## src/rtl/demux2_64bit_reg_pkg.sv

```systemverilog
// demux2_64bit_reg shared definitions.
// Default widths and slot state encoding.
package demux2_64bit_reg_pkg;

   localparam int DEF_WIDTH = 64;
   localparam int DEF_CNT_W = 16;

   typedef enum logic {
      SLOT_EMPTY = 1'b0,
      SLOT_FULL  = 1'b1
   } slot_state_e;

endpackage

```

## src/rtl/demux_slot.sv

```systemverilog
// One-entry output slot of the 1:2 word demux.
// Holds a word, its valid state and a delivered-word counter.
module demux_slot
   import demux2_64bit_reg_pkg::*;
#(
   parameter int WIDTH = DEF_WIDTH,
   parameter int CNT_W = DEF_CNT_W
) (
   input  logic             clk,
   input  logic             rst_n,
   input  logic             load,
   input  logic [WIDTH-1:0] load_data,
   input  logic             drain,
   output logic             can_accept,
   output logic             valid,
   output logic [WIDTH-1:0] data,
   output logic [CNT_W-1:0] cnt
);

   slot_state_e state;

   assign valid      = (state == SLOT_FULL);
   assign can_accept = (state == SLOT_EMPTY) || drain;

   always_ff @(posedge clk) begin
      if (!rst_n) begin
         state <= SLOT_EMPTY;
         data  <= '0;
         cnt   <= '0;
      end else begin
         // A load wins over a drain: the slot refills in the same cycle.
         if (load) begin
            state <= SLOT_FULL;
            data  <= load_data;
         end else if (drain) begin
            state <= SLOT_EMPTY;
         end
         if (drain) begin
            cnt <= cnt + 1'b1;
         end
      end
   end

endmodule

```

## src/rtl/demux2_64bit_reg.sv

```systemverilog
// Registered 1:2 word demultiplexer.
// Select decode and in_ready mux over two demux_slot instances.
module demux2_64bit_reg
   import demux2_64bit_reg_pkg::*;
#(
   parameter int WIDTH = DEF_WIDTH,
   parameter int CNT_W = DEF_CNT_W
) (
   input  logic             clk,
   input  logic             rst_n,
   input  logic             in_valid,
   output logic             in_ready,
   input  logic [WIDTH-1:0] in_data,
   input  logic             in_sel,
   output logic             out0_valid,
   input  logic             out0_ready,
   output logic [WIDTH-1:0] out0_data,
   output logic             out1_valid,
   input  logic             out1_ready,
   output logic [WIDTH-1:0] out1_data,
   output logic [CNT_W-1:0] cnt0,
   output logic [CNT_W-1:0] cnt1
);

   logic acc0, acc1;
   logic load0, load1;
   logic drain0, drain1;
   logic in_fire;

   assign drain0   = out0_valid && out0_ready;
   assign drain1   = out1_valid && out1_ready;
   assign in_ready = in_sel ? acc1 : acc0;
   assign in_fire  = in_valid && in_ready;
   assign load0    = in_fire && !in_sel;
   assign load1    = in_fire && in_sel;

   demux_slot #(
      .WIDTH (WIDTH),
      .CNT_W (CNT_W)
   ) u_slot0 (
      .clk        (clk),
      .rst_n      (rst_n),
      .load       (load0),
      .load_data  (in_data),
      .drain      (drain0),
      .can_accept (acc0),
      .valid      (out0_valid),
      .data       (out0_data),
      .cnt        (cnt0)
   );

   demux_slot #(
      .WIDTH (WIDTH),
      .CNT_W (CNT_W)
   ) u_slot1 (
      .clk        (clk),
      .rst_n      (rst_n),
      .load       (load1),
      .load_data  (in_data),
      .drain      (drain1),
      .can_accept (acc1),
      .valid      (out1_valid),
      .data       (out1_data),
      .cnt        (cnt1)
   );

endmodule

```

## config.mk

```make
export PLATFORM = sky130hd
export DESIGN_NAME = demux2_64bit_reg
export DESIGN_NICKNAME = d
export VERILOG_FILES = /design/src/rtl/demux2_64bit_reg_pkg.sv /design/src/rtl/demux_slot.sv /design/src/rtl/demux2_64bit_reg.sv
export SDC_FILE = /design/constraint.sdc
export NUM_CORES = 1
export LEC_CHECK = 0
export CAP_MARGIN = 20
export CORE_ASPECT_RATIO = 1.5
export CORE_MARGIN = 4
export CORE_UTILIZATION = 40
export CTS_CLUSTER_SIZE = 10
export DETAILED_ROUTE_END_ITERATION = 7
export DONT_BUFFER_PORTS = 1
export HOLD_SLACK_MARGIN = 0.1
export PLACE_DENSITY_LB_ADDON = 0.08
export SYNTH_ARGS = -nofsm -noshare
export SYNTH_HDL_FRONTEND = slang
export SYNTH_HIERARCHICAL = 1
export SYNTH_SLANG_ARGS = --single-unit
```

## constraint.sdc

```tcl
create_clock -name clk -period 1.7 [get_ports clk]
set_input_delay 0.34 -clock clk [delete_from_list [all_inputs] [get_ports clk]]
set_output_delay 0.34 -clock clk [all_outputs]
set_load 0.01 [all_outputs]
```

==> metrics <==
Initial Util 41.2%; clock transition at the registers of the reported paths 0.07 ns; Via-to-Cell Ratio 5.03; Vias 4375; Clock Skews between 0.007 and 0.008 ns; Die Area 17200 µm²; initial antenna violation count 0; clk_lat worst skew 0.42 ns; sw power 0.00228 W; EDFF count, synth 0; Die Wd 109 µm; CP Buf/Inv Count 0; crit path kind register to output port; Max Cap Viol 0; Max Root-Sink Buffers 2; Pwr per Cell Area 1140 nW/µm²; arrival time at the worst endpoint 1.31 ns; number of DRC markers in iteration 0 196; part of the power in combinational logic 8.0%; largest net degree at the start of global routing 72; status finished clean; sequential fraction of the synthesis area 53.4%; worst hold path class input pin to register; min-delay src rst_n; CTS buffer count 17; Post-Syn Area around 6000 µm²; CP max stage delay 0.31 ns; CP Max Fanout 3; Int Pwr around 0.0065 W; Final nets 732; max-slew violations 0; Critical Path End Type output port; syn_area_per_cell slightly above 10 µm²; setup bufs post-CTS 0; Worst R2R End u_slot1/data[6]$_SDFFE_PN0P_; core outline area 14700 µm²; DRC Markers 0; Slew @ Worst Pin 0.686 ns; Slowest cell on crit path dfxtp_1; sequential share of power 47.6%; Max Clock Freq 0.604 GHz; # diodes 0; WL/cell roughly 18 µm; critical path depth 3; critical path launch point type register; pre-CTS setup slack between 0.15 and 0.2 ns; max_slew headroom between 50% and 60%; die span in y 159 µm; htree depth 4; CTS root buffer clkbuf_16; clock tree sinks between 150 and 200; Final Routed Wirelength between 15 and 20 mm; setup slack after layout 0.0457 ns; first-pass GRT wire length around 25 mm; Worst R2R Path Depth 6; vias in the first global route 4672; number of synthesized register bits 162; Critical Path RT ~1.4 ns; Max rail drop VDD 562 µV; final hold violation count 0; GPL Wtd Cong 0.737; global route overflow 0; design area 7680 µm²; delay-heaviest family, CP flip-flops; Synth async-reset ratio 0%; number of I/O pins approximately 230; hold path depth 2; Detailed Routing Iterations Pass 1 4; Syn. warnings 6; unrepaired setup endpoints after global routing false; layout cells sized above 1 11.4%; Synth Flop Type dfxtp_1; Worst R2R Start u_slot1/valid$_SDFFE_PN0P_; P_leak slightly above 3 nW; post-DP HPWL 10.9 mm; # rows between 50 and 60; CTS tree yes; dpl cell area 6420 µm²; Clk pwr share between 40% and 50%; Syn Inst Count approximately 590; fin crit period 1.65 ns; hold path endpoint u_slot0/cnt[9]$_SDFFE_PN0P_; setup violators final 0; syn nets 659; Yosys cell types 28; reg-to-reg slack, setup 0.19 ns; switch share between 20% and 30%; Syn-to-layout area delta 26.6%; crit-path cells and2_4, nand2b_4, mux2_4; all-layer global routing usage 18.1%; Final period util 97.3%; port bufs 0; Antenna Nets Post-Route 0
-- worst max-delay path by stage --
stage	start	to	slack, ns
after floorplan	u_slot1/valid$_SDFFE_PN0P_	u_slot1/data[23]$_SDFFE_PN0P_	-0.03
after global placement	out0_ready	u_slot0/data[24]$_SDFFE_PN0P_	0.18
after detailed placement	out1_ready	u_slot1/data[50]$_SDFFE_PN0P_	0.17
after CTS	u_slot0/valid$_SDFFE_PN0P_	in_ready	0.01
after global routing	u_slot1/valid$_SDFFE_PN0P_	in_ready	0.0005
final	u_slot0/valid$_SDFFE_PN0P_	in_ready	0.05
-- worst register-to-register path, stage by stage (launching register included) --
cell	delay, ns
dfxtp_1	0.32
and2_1	0.14
nand2b_4	0.14
and3_4	0.22
buf_12	0.25
mux2i_1	0.28
nor2_1	0.05
-- timing repair --
| action | 4_1_cts | 5_1_grt |
|---|---|---|
| endpoints found under the setup margin | 1 | 36 |
| gates resized for setup | 2 | 2 |
| hold buffers | 65 | 0 |
| gates cloned | 0 | 0 |
| hold endpoints to repair | 136 | 0 |
-- per-stage QoR --
step                utilization, %  power (W)  std cells  hold WS (ns)  setup TNS [ns]
floorplan                        -    0.00463        587         0.487           -1.62
global placement              43.6    0.00478        772         0.488               0
detailed placement            43.6    0.00479        772         0.497               0
CTS                           52.1    0.00884        869         0.240               0
global route                  52.2    0.00908        869         0.251               0
finish                        52.2    0.00873        869         0.246               0
-- sequential cells by signal (all words and copies together) (netlist names) --
name and flops:
u_slot0/data 64, u_slot1/cnt 16, u_slot1/valid 1, u_slot0/valid 1
u_slot1/data 64, u_slot0/cnt 16
-- synthesized netlist by cell type (4+ instances only) --
library cell    n  area, µm²
inv_2           4       15.0
nand3_1         4       20.0
mux2i_1       138       1380
nand4_1        14       87.6
nor2_1        152        571
buf_1           6       22.5
nand2_1        16       60.1
buf_2          14       70.1
xnor2_1         6       52.6
dfxtp_1       162       3240
and4_1          4       35.0
clkbuf_1        8       30.0
a21oi_1         4       20.0
and3_2          5       37.5
nand2b_1        8       50.1
and4_4          4       45.0
nand3_2         4       40.0
xor2_1         14        123
buf_4           4       30.0
-- kinds of logic (layout without fill, tap and decap cells) --
kind of cell             Yosys count  in the layout  synth area share (%)
AO/OA/AOI/OAI                      6              6                 0.495
XOR/XNOR                          20             20                  2.89
adder cells (fa/ha/maj)            2              2                 0.412
buffers and inverters             38            124                  3.13
flip-flops                       162            162                  53.4
multiplexers                     139            139                  23.0
AND/OR/NAND/NOR                  220            220                  16.6
-- cells in the final DEF, fill, tap and decap left out, types with 2 or more instances in the layout --
cell type	Yosys	routed
buf_12	0	8
or3_1	2	2
clkinv_8	0	2
and3_2	5	4
dlygate4sd3_1	0	64
nand3_1	4	4
nand4_1	14	14
inv_2	4	4
ha_1	2	2
nand2b_4	0	2
nand2b_1	8	8
mux2i_1	138	138
inv_8	0	2
o21ai_0	2	2
xnor2_1	6	6
nor3_1	2	2
and4_1	4	4
dfxtp_1	162	162
clkbuf_16	0	17
and4_4	4	4
buf_4	4	15
nor2_1	152	152
inv_6	0	7
nand2_1	16	16
nand3_2	4	4
a21oi_1	4	4
xor2_1	14	14
-- layout make-up --
type | count | area, µm²
clock buffers | 18 | 439
clock inverters | 14 | 163
fillers | 1410 | 7040
inverters | 4 | 15.0
multi-input cells | 387 | 2650
flip-flops and latches | 162 | 3240
well taps | 196 | 245
repair buffers | 88 | 926
-- per-layer routing --
| metal | track usage [%] | part of all wire [%] | vias to the layer above |
|---|---|---|---|
| li1 | - | - | 2112 |
| met1 | 19.1 | 37 | 2060 |
| met2 | 31.3 | 50 | 174 |
| met3 | 7.96 | 10 | 29 |
| met4 | 6.84 | 2.4 | 0 |
| met5 | 0 | 0 | - |
-- power groups by stage --
stage	registers, W	logic, W	clock network, W
after detailed placement	0.00425	0.000545	0
after CTS	0.00416	0.000703	0.00398
after floorplan	0.00420	0.000433	0
final	0.00416	0.000697	0.00387
after global placement	0.00425	0.000531	0
after global routing	0.00417	0.000774	0.00413
Power figures use the tool's default switching activity.
